$ cat src/rtl/mem_arb_pkg.sv
// Shared encodings and defaults for the unified memory-port arbiter.
package mem_arb_pkg;

    typedef enum logic [1:0] {
        IDLE   = 2'd0,
        ACCESS = 2'd1,
        RESP   = 2'd2
    } arb_state_e;

    typedef enum logic {
        OWN_IF = 1'b0,
        OWN_DM = 1'b1
    } owner_e;

    localparam int unsigned MEM_BYTES_DEFAULT  = 1024;
    localparam int unsigned STARVE_MAX_DEFAULT = 3;

    // Word accesses must be aligned and fit entirely inside the memory.
    function automatic logic addr_legal(input logic [31:0] addr, input int unsigned mem_bytes);
        return (addr[1:0] == 2'b00) && (addr <= 32'(mem_bytes - 4));
    endfunction

endpackage

$ cat src/rtl/mem_arb_pick.sv
// Winner selection between IF and DM with an IF starvation counter.
module mem_arb_pick
    import mem_arb_pkg::*;
#(
    parameter int unsigned STARVE_MAX = STARVE_MAX_DEFAULT
) (
    input  logic       clk_i,
    input  logic       rst_ni,
    input  logic       arb_en_i,
    input  logic       if_req_i,
    input  logic       dm_req_i,
    input  logic [1:0] mask_i,
    output owner_e     winner_o,
    output logic       valid_o
);

    localparam logic [3:0] STARVE_LIM = 4'(STARVE_MAX);

    logic [3:0] starve_q, starve_d;
    logic       if_cand, dm_cand;

    // mask_i[0] hides IF, mask_i[1] hides DM (the owner being answered in RESP).
    always_comb begin
        if_cand  = if_req_i & ~mask_i[0];
        dm_cand  = dm_req_i & ~mask_i[1];
        valid_o  = if_cand | dm_cand;
        winner_o = (dm_cand && !(if_cand && (starve_q >= STARVE_LIM))) ? OWN_DM : OWN_IF;
    end

    always_comb begin
        starve_d = starve_q;
        if (!if_req_i) begin
            starve_d = '0;
        end else if (arb_en_i && valid_o) begin
            if (winner_o == OWN_IF) begin
                starve_d = '0;
            end else if (if_cand && (starve_q < STARVE_LIM)) begin
                starve_d = starve_q + 4'd1;
            end
        end
    end

    always_ff @(posedge clk_i) begin
        if (!rst_ni) begin
            starve_q <= '0;
        end else begin
            starve_q <= starve_d;
        end
    end

endmodule

$ cat src/rtl/mem_port_arbiter.sv
// IF/MEM-stage arbiter for the single unified memory port (access cycle + response cycle).
// Optional grant/stall statistics counters are built when ARB_STATS_EN is defined.
module mem_port_arbiter
    import mem_arb_pkg::*;
#(
    parameter int unsigned MEM_BYTES  = MEM_BYTES_DEFAULT,
    parameter int unsigned STARVE_MAX = STARVE_MAX_DEFAULT
) (
    input  logic        clk,
    input  logic        rst_n,
    input  logic        if_req,
    input  logic [31:0] if_addr,
    output logic [31:0] if_rdata,
    output logic        if_ready,
    input  logic        dm_req,
    input  logic        dm_we,
    input  logic [31:0] dm_addr,
    input  logic [31:0] dm_wdata,
    output logic [31:0] dm_rdata,
    output logic        dm_ready,
    output logic        mem_read,
    output logic        mem_write,
    output logic [31:0] mem_addr,
    output logic [31:0] mem_wd,
    input  logic [31:0] mem_rd,
    output logic        addr_err,
    output logic [15:0] stat_if_grants,
    output logic [15:0] stat_dm_grants,
    output logic [15:0] stat_if_stall
);

    arb_state_e  state_q, state_d;
    owner_e      owner_q, owner_d;
    owner_e      win;
    logic        win_valid;
    logic        arb_en;
    logic [1:0]  arb_mask;
    logic [31:0] acc_addr;
    logic        acc_legal, acc_store;
    logic [31:0] if_rdata_q, dm_rdata_q;
    logic        if_ready_q, dm_ready_q, err_q;

    assign arb_en = (state_q == IDLE) || (state_q == RESP);

    always_comb begin
        arb_mask = 2'b00;
        if (state_q == RESP) begin
            arb_mask = (owner_q == OWN_IF) ? 2'b01 : 2'b10;
        end
    end

    mem_arb_pick #(.STARVE_MAX(STARVE_MAX)) u_pick (
        .clk_i    (clk),
        .rst_ni   (rst_n),
        .arb_en_i (arb_en),
        .if_req_i (if_req),
        .dm_req_i (dm_req),
        .mask_i   (arb_mask),
        .winner_o (win),
        .valid_o  (win_valid)
    );

    always_ff @(posedge clk) begin
        if (!rst_n) begin
            state_q <= IDLE;
            owner_q <= OWN_IF;
        end else begin
            state_q <= state_d;
            owner_q <= owner_d;
        end
    end

    always_comb begin
        state_d = state_q;
        owner_d = owner_q;
        unique case (state_q)
            IDLE, RESP: begin
                if (win_valid) begin
                    state_d = ACCESS;
                    owner_d = win;
                end else begin
                    state_d = IDLE;
                end
            end
            ACCESS:  state_d = RESP;
            default: state_d = IDLE;
        endcase
    end

    always_comb begin
        acc_addr  = (owner_q == OWN_DM) ? dm_addr : if_addr;
        acc_legal = addr_legal(acc_addr, MEM_BYTES);
        acc_store = (owner_q == OWN_DM) && dm_we;
    end

    // Strobes are gated by rst_n so a reset landing mid-ACCESS commits nothing.
    always_comb begin
        mem_read  = 1'b0;
        mem_write = 1'b0;
        mem_addr  = '0;
        mem_wd    = '0;
        if (state_q == ACCESS) begin
            mem_addr  = acc_addr;
            mem_wd    = dm_wdata;
            mem_read  = rst_n && acc_legal && !acc_store;
            mem_write = rst_n && acc_legal && acc_store;
        end
    end

    always_ff @(posedge clk) begin
        if (!rst_n) begin
            if_rdata_q <= '0;
            dm_rdata_q <= '0;
            if_ready_q <= 1'b0;
            dm_ready_q <= 1'b0;
            err_q      <= 1'b0;
        end else begin
            if_ready_q <= 1'b0;
            dm_ready_q <= 1'b0;
            err_q      <= 1'b0;
            if (state_q == ACCESS) begin
                err_q <= !acc_legal;
                if (owner_q == OWN_IF) begin
                    if_ready_q <= 1'b1;
                    if_rdata_q <= acc_legal ? mem_rd : '0;
                end else begin
                    dm_ready_q <= 1'b1;
                    dm_rdata_q <= (acc_legal && !acc_store) ? mem_rd : '0;
                end
            end
        end
    end

    assign if_rdata = if_rdata_q;
    assign dm_rdata = dm_rdata_q;
    assign if_ready = if_ready_q;
    assign dm_ready = dm_ready_q;
    assign addr_err = err_q;

`ifdef ARB_STATS_EN
    logic [15:0] if_grants_q, dm_grants_q, if_stall_q;
    logic        grant;

    assign grant = arb_en && win_valid;

    always_ff @(posedge clk) begin
        if (!rst_n) begin
            if_grants_q <= '0;
            dm_grants_q <= '0;
            if_stall_q  <= '0;
        end else begin
            if (grant && (win == OWN_IF) && (if_grants_q != '1)) if_grants_q <= if_grants_q + 16'd1;
            if (grant && (win == OWN_DM) && (dm_grants_q != '1)) dm_grants_q <= dm_grants_q + 16'd1;
            if (if_req && !if_ready_q && (if_stall_q != '1)) if_stall_q <= if_stall_q + 16'd1;
        end
    end

    assign stat_if_grants = if_grants_q;
    assign stat_dm_grants = dm_grants_q;
    assign stat_if_stall  = if_stall_q;
`else
    assign stat_if_grants = '0;
    assign stat_dm_grants = '0;
    assign stat_if_stall  = '0;
`endif

endmodule

$ cat config.mk
export PLATFORM = sky130hd
export DESIGN_NAME = mem_port_arbiter
export DESIGN_NICKNAME = d
export VERILOG_FILES = /design/src/rtl/mem_arb_pkg.sv /design/src/rtl/mem_arb_pick.sv /design/src/rtl/mem_port_arbiter.sv
export SDC_FILE = /design/constraint.sdc
export NUM_CORES = 1
export LEC_CHECK = 0
export ABC_AREA = 0
export BUFFER_PORTS_ARGS = -buffer_cell sky130_fd_sc_hd__buf_2
export CAP_MARGIN = 15
export CORE_AREA = 5 5 119 121
export CTS_CLUSTER_SIZE = 20
export DETAILED_ROUTE_END_ITERATION = 16
export DIE_AREA = 0 0 124 126
export SETUP_SLACK_MARGIN = 0.4
export SLEW_MARGIN = 5
export SYNTH_ARGS = -nofsm -noshare
export SYNTH_HDL_FRONTEND = slang
export SYNTH_SLANG_ARGS = --single-unit
$ cat constraint.sdc
create_clock -name clk -period 2.4 [get_ports clk]
set_clock_uncertainty 0.1 [all_clocks]
set_input_delay 0.24 -clock clk [delete_from_list [all_inputs] [get_ports clk]]
set_output_delay 0.24 -clock clk [all_outputs]
set_load 0.01 [all_outputs]
# Word-level counts from Yosys, hierarchy flattened
# Index checks and enable logic that the tools add are counted.
[totals]
input_bits = 133
wordCells = 60
register_bits = 74
[classes]
n_bitwise = 6
n_addsub = 1
n_mux = 16
n_eq_ne = 3
magnitude_cmp = 3
reduce_logical = 23
[ops]
columns = ["op", "n"]
rows = [
  ["$mux W32", 5],
  ["$le A32 B10 Y1 const B", 1],
  ["$reduce_and A2 Y1", 6],
  ["$logic_and A1 B1 Y1", 10],
  ["$mux W4", 2],
  ["$mux W1", 6],
  ["$add A4 B1 Y4 const B", 1],
  ["$ge A4 B2 Y1 const B", 1],
  ["$logic_not A2 Y1", 2],
  ["$lt A4 B2 Y1 const B", 1],
  ["$mux W2", 2],
  ["$pmux W2 S2", 1],
  ["$logic_not A1 Y1", 3],
  ["$not A1 Y1", 3],
  ["$and A1 B1 Y1", 2],
  ["$eq A2 B1 Y1 const B", 1],
  ["$eq A2 B2 Y1 const B", 1],
  ["$ne A2 B1 Y1 const B", 1],
  ["$reduce_or A2 Y1", 1],
  ["$logic_or A1 B1 Y1", 1],
  ["$or A1 B1 Y1", 1],
]

# Longest topological paths before layout
# Gate-level depths: netlist of the first run.
[depth]
depth_word = 10
mapped_depth = 7

# By module
# Synthesis of the first run repeated with hierarchy kept, for this count alone.
[unflattened]
cells_unflattened = 441
hier_area_um2 = 3886.2
[by_module_without_submodules]
columns = ["module", "area_each_um2", "instances", "seq_area_each_um2", "cells_each"]
rows = [
  ["mem_port_arbiter", 3673.5, 1, 1401.3, 418],
  ["mem_arb_pick", 212.7, 1, 80.1, 23],
]

# Least setup slack after synthesis of the first run
# No wires, ideal clock.
[synth_path]
path_kind = "register to register"
startpoint = "register state_q[0]"
endpoint = "register dm_rdata_q[23], in the netlist dm_rdata[23]"
setup_slack_ns = 0.700
synth_period_minus_slack_ns = 1.700
arrival_ns = 1.533
stages_incl_launch_ff = 8
n_path_buf = 3
path_cell_list = "dfxtp_1 -> buf_4 -> nor2b_1 -> clkbuf_2 -> nand4_1 -> or4_4 -> buf_6 -> o21ai_2"
[synth_between]
elab_chain_len = 2
[synth_lines]
columns = ["item", "line_no", "text"]
rows = [
  ["start, declared", "mem_port_arbiter.sv:32", "arb_state_e state_q, state_d;"],
  ["start signal, assigned", "mem_port_arbiter.sv:68", "state_q <= state_d;"],
  ["$eq A2 B1 Y1", "mem_port_arbiter.sv:121", "if (state_q == ACCESS) begin"],
  ["$reduce_and A2 Y1 (no source line)", "n/a", ""],
  ["end signal, assigned", "mem_port_arbiter.sv:128", "dm_rdata_q <= (acc_legal && !acc_store) ? mem_rd : '0;"],
  ["end, declared", "mem_port_arbiter.sv:40", "logic [31:0] if_rdata_q, dm_rdata_q;"],
]
# Every way passes these cells.
# A chain may end at the register's enable or synchronous reset.

# Final worst setup path of the first run
[layout_path]
startpoint = "input port if_addr[16]"
endpoint = "output port mem_read"
[layout_between]
elab_chain_len = 6
[layout_lines]
columns = ["item", "line_no", "text"]
rows = [
  ["start, declared", "mem_port_arbiter.sv:12", "input logic [31:0] if_addr,"],
  ["$mux W32", "mem_port_arbiter.sv:91", "acc_addr = (owner_q == OWN_DM) ? dm_addr : if_addr;"],
  ["$le A32 B10 Y1", "mem_arb_pkg.sv:20", "return (addr[1:0] == 2'b00) && (addr <= 32'(mem_bytes - 4));"],
  ["$logic_and A1 B1 Y1", "mem_arb_pkg.sv:20", ""],
  ["$logic_and A1 B1 Y1 (2 in series)", "mem_port_arbiter.sv:105", "mem_read = rst_n && acc_legal && !acc_store;"],
  ["$mux W1", "mem_port_arbiter.sv:102", "if (state_q == ACCESS) begin"],
  ["end, declared", "mem_port_arbiter.sv:21", "output logic mem_read,"],
]
# Every way passes these cells.

==> impl_metrics.py, run 1 <==
metrics = {
    "run_status": {
        "status": "completed",
    },
    "grt": {
        "gr-total-overflow": 0,
        "grt_pass1_vias": 3960,
        "grt_antenna_before_repair": 0,
        "grt_start_max_net_pins": 45,
        "groute.usage.overall_pct": 18.05,
        "grt_pass1_wl_mm": 22.06,
    },
    "place": {
        "dp.final_hpwl_mm": 12.67,
        "dp_cells": 863,
        "gp_congestion": 0.8404,
        "port_buffers": 265,
        "place_area_um2": 5216,
        "place_ws_ps": 260.8,
    },
    "yosys": {
        "synth_cells": 443,
        "ys_warn_count": 0,
        "syn-cell-area_um2": 3864,
        "synth_cell_type_count": 38,
        "ys_ff_latch": 74,
        "postSynthAreaPerCell_um2": 8.722,
        "ys_seq_area_share_pct": 38.34,
    },
    "sta": {
        "tns_ps": 0,
        "drv_slew": 0,
        "finalCritPeriodShare_pct": 78.84,
        "setup_ws_ps": 507.9,
        "rsz0062_at_grt": "false",
        "setup_violations": 0,
        "hold_violations": 0,
        "max_freq_ghz": 0.5285,
        "min_period_ps": 1892,
    },
    "floorplan": {
        "die_w_um": 124,
        "ios": 314,
        "core_um2": 12980,
        "die_h_um": 126,
        "die-area_um2": 15620,
        "rows": 42,
        "floorplan.initialDensity_pct": 29.77,
    },
    "worst_setup_path": {
        "worstPathCellList": "buf_2 -> nor4_1 -> nand4_1 -> o32ai_2 -> and3_1 -> buf_2",
        "cp_max_fo": 3,
        "endpoint_kind": "output pin",
        "start_kind": "input port",
        "critical_path_class": "in -> out",
        "worst-path-buf-inv": 2,
        "cp.arrival_ps": 1550,
        "cp_top_family": "simple AND/OR/NAND/NOR gates",
        "r2r_slack_ps": 530,
        "required_ps": 2060,
        "reg2reg_depth": 5,
        "rr_startpoint": "owner_q",
        "cpMostUsedCell": "buf_2",
        "critical_path.slowest_cell": "nor4_1",
        "rr_endpoint": "dm_rdata[22]",
        "slowest_delay_ps": 340,
    },
    "min_path": {
        "holdPathEnd": "if_rdata[16]",
        "hold_start": "mem_rd[16]",
        "hp-class": "in -> reg",
        "holdPathStages": 2,
    },
    "route": {
        "initialDrtViolationCount": 145,
        "wl_per_cell_um": 17.08,
        "drt-vias-per-instance": 4.567,
        "vias": 4042,
        "drc": 0,
        "first_pass_iters": 4,
        "drt.antenna.violating_nets": 0,
        "drt_wl_total_mm": 15.12,
    },
    "power_and_ir_drop": {
        "peakVddDrop_uv": 355.4,
        "p_total_uw": 3382,
        "power.leakage_uw": 0.002913,
        "power.density_nw_per_um2": 595.6,
    },
    "layout": {
        "nets": 838,
        "antenna_cells": 0,
        "fin_cells": 885,
        "area_growth_pct": 46.96,
        "fill_cells": 1332,
        "drive_above_1_share_pct": 47.67,
        "design_area_um2": 5678,
    },
    "clock_tree": {
        "cts_root_buf": "clkbuf_16",
        "cts_buffers": 9,
        "clock-sinks": 74,
        "cts_tree": "yes",
        "insertion_delay_ps": 320,
        "hold_buffers": 0,
        "htreeDepth": 3,
        "clock_path_buffers": 2,
        "path_clk_slew_ps": 60,
    },
    "flow_run": {
        "drv_cap": 0,
    },
}
[where the power goes]
part	leakage, uW	switching, uW	internal [uW]
clock network	0.000159	511	1020
registers	0.000598	12.1	1240
logic	0.00216	351	253
[routing by layer]
| layer | part of all wire, % | vias to the layer above | global-route usage, % |
|---|---|---|---|
| met5 | 0 | - | 0 |
| met4 | 0.98 | 0 | 3.286 |
| met3 | 9.8 | 12 | 5.471 |
| met2 | 51 | 185 | 30.99 |
| met1 | 39 | 1875 | 22.42 |
| li1 | - | 1970 | - |
[what timing repair did]
action	in CTS	in global routing
cloned	0	1
gates resized for setup	3	9
endpoints found under the setup margin	83	66
setup buffers	1	4
[registers in the layout (all words and copies together) (netlist names)]
register         count
addr_err             1
dm_ready             1
if_rdata            32
u_pick.starve_q      4
dm_rdata            32
if_ready             1
owner_q              1
state_q              2
[synthesized netlist by cell type]
library cell   n  area, um^2
and3_1         2       12.51
a21oi_1        2       10.01
nand3_1        2       10.01
nor4_1        12       75.07
nand3b_1       1       7.510
dfxtp_1       74        1481
ha_1           1       12.51
conb_1         1       3.750
o211a_1        1       10.01
o21ai_0        4       20.02
a211oi_1       1       7.510
buf_2          8       40.04
nor4b_1        3       26.28
nand2_1       70       262.8
a21boi_1       1       7.510
and2_1        32       200.2
o21ai_2       26       227.7
nor2_1        40       150.1
clkbuf_2       1       5.000
and4_1         1       8.760
buf_4         49       367.9
nand4b_1       1       8.760
o21a_1         1       7.510
nor4_2         1       12.51
xnor2_1        3       26.28
inv_1          3       11.26
clkbuf_1      20       75.07
nor3_1         2       10.01
mux2i_1       33       330.3
o21ai_1        4       20.02
nand4_1        2       12.51
o32ai_1        1       8.760
or4_4          1       11.26
o21ba_2        1       10.01
a32o_1        32       320.3
buf_6          3       33.78
nor2b_1        2       12.51
o22ai_1        1       6.260
[through the flow]
step,hold slack (ps),util [%]
2_1_floorplan,272.6,-
3_3_place_gp,331.3,40.19
3_5_place_dp,337.1,40.19
4_1_cts,53.63,42.97
5_1_grt,57.77,43.74
6_report,64.46,43.74
[worst reg2reg max path, delay by kind of cell (launching register included)]
family                 cells  cell delay [ps]
DFF                        1              400
buffers and inverters      2              380
AOI/OAI and AO/OA          1              200
and+or+nand+nor            2              710
[worst max-delay path by stage]
stage | end | from | slack [ps] | cells after the start
4_1_cts | mem_addr[22] | state_q[0] | 380 | 4
2_1_floorplan | dm_rdata[23] | state_q[0] | 700 | 7
3_3_place_gp | dm_rdata[22] | dm_addr[18] | 230 | 7
6_report | mem_read | if_addr[16] | 510 | 6
3_5_place_dp | dm_rdata[21] | dm_addr[18] | 260 | 7
5_1_grt | mem_read | if_addr[27] | 410 | 6
[cells in the final DEF, fill, tap and decap left out, types with 4 or more instances in the layout]
| master | count |
|---|---|
| clkbuf_16 | 10 |
| conb_1 | 48 |
| buf_2 | 265 |
| buf_4 | 15 |
| nand2_1 | 69 |
| a32o_1 | 32 |
| mux2i_1 | 32 |
| and2_1 | 32 |
| o21ai_1 | 4 |
| dfxtp_1 | 72 |
| nor2_1 | 40 |
| nor4_1 | 9 |
| o21ai_2 | 26 |
| o21ai_0 | 4 |
[layout make-up]
cell class | count | area, um^2 | share of cell area [%]
Sequential cell | 74 | 1489 | 26.22
Multi-Input combinational cell | 332 | 2091 | 36.82
Clock inverter | 6 | 113.9 | 2.005
Clock buffer | 10 | 229.0 | 4.033
Timing Repair Buffer | 284 | 1524 | 26.84
Inverter | 3 | 11.26 | 0.1983
Tap cell | 176 | 220.2 | 3.878
[logic make-up (layout without fill, tap and decap cells)]
| logic type | count (synthesis) | after routing | synth area share (%) |
|---|---|---|---|
| adders and majority gates | 1 | 1 | 0.3238 |
| AOI/OAI and AO/OA | 75 | 75 | 16.97 |
| buffers and inverters | 84 | 303 | 13.80 |
| muxes | 33 | 33 | 8.549 |
| DFF | 74 | 74 | 38.34 |
| other | 1 | 48 | 0.09706 |
| xor gates and xnor gates | 3 | 3 | 0.6802 |
| and+or+nand+nor | 172 | 172 | 21.24 |
Power figures use the tool's default switching activity.
==> inputs of run 2 (changes only) <==
--- a/config.mk
+++ b/config.mk
@@ -5,13 +5,14 @@
 export SDC_FILE = /design/constraint.sdc
 export NUM_CORES = 1
 export LEC_CHECK = 0
-export ABC_AREA = 0
+export ABC_AREA = 1
 export BUFFER_PORTS_ARGS = -buffer_cell sky130_fd_sc_hd__buf_2
 export CAP_MARGIN = 15
 export CORE_AREA = 5 5 119 121
 export CTS_CLUSTER_SIZE = 20
 export DETAILED_ROUTE_END_ITERATION = 16
 export DIE_AREA = 0 0 124 126
+export PLACE_DENSITY = 0.69
 export SETUP_SLACK_MARGIN = 0.4
 export SLEW_MARGIN = 5
 export SYNTH_ARGS = -nofsm -noshare
==> constraint.sdc (replaced) <==
create_clock -name clk -period 1.7 [get_ports clk]
set_clock_uncertainty 0.1 [all_clocks]
set_input_delay 0.17 -clock clk [delete_from_list [all_inputs] [get_ports clk]]
set_output_delay 0.17 -clock clk [all_outputs]
set_load 0.01 [all_outputs]
==> impl_metrics.py, run 2 <==
metrics = {
    "layout": {
        "antenna_cells": 0,
        "final_common_cell": "buf_2",
        "layout_common_cells": "246 x buf_2, 71 x dfxtp_1, 66 x inv_1",
        "utilization_pct": 59.80,
        "area_growth_pct": 87.21,
        "nets": 1083,
        "fin_cells": 1130,
        "fill_cells": 1118,
        "drive_above_1_share_pct": 56.60,
    },
    "grt": {
        "groute.usage.overall_pct": 20.35,
        "grt_antenna_before_repair": 0,
        "grt_pass1_vias": 4745,
        "grt_start_max_net_pins": 67,
        "gr-total-overflow": 0,
        "grt_pass1_wl_mm": 25.24,
    },
    "worst_setup_path": {
        "cp.arrival_ps": 1870,
        "start_kind": "flip-flop",
        "critical_path_class": "reg -> out",
        "required_ps": 1430,
        "endpoint_kind": "output pin",
        "cp_max_fo": 8,
        "r2r_slack_ps": -420,
    },
    "min_path": {
        "hp-class": "in -> reg",
    },
    "floorplan": {
        "floorplan.initialDensity_pct": 31.95,
        "rows": 42,
        "ios": 314,
        "core_um2": 12980,
        "die-area_um2": 15620,
        "die_h_um": 126,
        "die_w_um": 124,
    },
    "route": {
        "drt.antenna.violating_nets": 0,
        "wl_per_cell_um": 16.61,
        "drc": 0,
        "drt_wl_total_mm": 18.77,
        "initialDrtViolationCount": 322,
        "drt-vias-per-instance": 4.732,
        "first_pass_iters": 5,
        "vias": 5347,
    },
    "power_and_ir_drop": {
        "peakVddDrop_uv": 459.1,
        "power.density_nw_per_um2": 699.4,
        "power.leakage_uw": 0.003825,
    },
    "run_status": {
        "failed_checks": "setup timing",
        "status": "complete, but fails checks",
    },
    "place": {
        "dp_cells": 1057,
        "port_buffers": 265,
        "place_ws_ps": -217.2,
        "dp.final_hpwl_mm": 11.67,
        "gp_congestion": 0.8100,
    },
    "clock_tree": {
        "cts_tree": "yes",
        "htreeDepth": 3,
        "cts_buffers": 9,
        "cts_root_buf": "clkbuf_16",
        "insertion_delay_ps": 330,
        "clock-sinks": 74,
        "clock_path_buffers": 2,
        "path_clk_slew_ps": 60,
    },
    "sta": {
        "tns_ps": -26630,
        "tightest_slew_ps": 574.2,
        "drv_slew": 0,
        "setup_ws_ps": -444.4,
        "slew_headroom_pct": 61.72,
        "hold_violations": 0,
        "min_period_ps": 2144,
        "max_freq_ghz": 0.4663,
        "rsz0062_at_grt": "true",
        "setup_violations": 108,
        "finalCritPeriodShare_pct": 126.1,
    },
    "yosys": {
        "postSynthAreaPerCell_um2": 6.634,
        "yosys_most_used_dff": "dfxtp_1",
        "synthArstFlopShare_pct": 0,
        "synth.area.top_cells": "dfxtp_1 36%, buf_4 11%, a21oi_1 9.2%, o21ai_0 8.2%, nand2_1 7.7%",
        "synth_cell_type_count": 20,
        "ys_top_cells_by_count": "85 x nand2_1, 76 x a21oi_1, 74 x dfxtp_1",
        "synth_edf_count": 0,
        "syn-cell-area_um2": 4146,
        "synth_top_cell_area_share_pct": 35.73,
        "ys_ff_latch": 74,
        "synth_most_common_cell": "nand2_1",
        "ys_seq_area_share_pct": 35.73,
        "ys_warn_count": 0,
        "yosys.area.top_type": "dfxtp_1",
        "synth_cells": 625,
    },
    "flow_run": {
        "drv_cap": 0,
    },
}
-- run 2: stage by stage --
stage          cell area (um^2)  hold slack [ps]  power [uW]
6_report                   7762            8.449        5429
5_1_grt                    7762            6.376        5686
4_1_cts                    6978            2.905        5159
3_5_place_dp               5827            338.2        3154
3_3_place_gp               5827            334.3        3150
2_1_floorplan              4459            202.4        2632
-- run 2: power breakdown --
part | switching [uW] | total [uW] | internal [uW] | leakage, uW
combinational | 910 | 1690 | 781 | 0.00309
sequential | 60.6 | 1910 | 1850 | 0.000605
clock | 815 | 1830 | 1010 | 0.000135
-- run 2: worst max-delay path: stages (launching register included) --
cell	delay, ps
dfxtp_4	380
buf_4	190
nand2_1	110
nand2_1	80
nor2_2	120
nand2_2	70
nor2_4	150
and2_4	170
and3_4	170
buf_6	100
-- run 2: per-layer routing --
layer | vias up | share of wire, % | global-route usage, %
met1 | 2480 | 36 | 23.72
li1 | 2608 | - | -
met4 | 0 | 2.0 | 4.639
met5 | - | 0 | 0
met3 | 31 | 9.3 | 5.695
met2 | 228 | 53 | 36.59
-- run 2: cell families after synthesis --
| group | Yosys count | share of synthesized area, % |
|---|---|---|
| AO/OA/AOI/OAI | 154 | 19.31 |
| AND/OR/NAND/NOR | 227 | 23.69 |
| flip-flops | 74 | 35.73 |
| buffers and inverters | 168 | 20.88 |
| other | 1 | 0.09044 |
| adder cells (fa/ha/maj) | 1 | 0.3017 |
-- run 2: path summary, 6_finish.rpt --
| check | start | to | cells after the start |
|---|---|---|---|
| max reg2reg | owner_q | dm_rdata[18] | 15 |
| max | owner_q | mem_write | 9 |
| min reg2reg | u_pick.starve_q[2] | u_pick.starve_q[2] | 2 |
| min | mem_rd[21] | if_rdata[21] | 3 |
-- run 2: layout make-up --
class / instances / area (um^2) / area share (%)
timing repair buffer: 363 / 2816 / 36.28
sequential: 74 / 1488 / 19.17
clock buffer: 9 / 225.2 / 2.901
inverter: 71 / 281.5 / 3.627
clock inverter: 7 / 57.56 / 0.7415
tap: 176 / 220.2 / 2.837
multi-input combinational: 430 / 2674 / 34.45
-- run 2: repair_timing --
| item | 4_1_cts | 5_1_grt |
|---|---|---|
| hold endpoints to repair | 2 | 6 |
| buffers inserted | 18 | 13 |
| hold buffers | 2 | 6 |
| gates resized for setup | 97 | 126 |
| gates cloned | 12 | 6 |
| setup endpoints to repair | 137 | 137 |
| pin swaps | 65 | 27 |
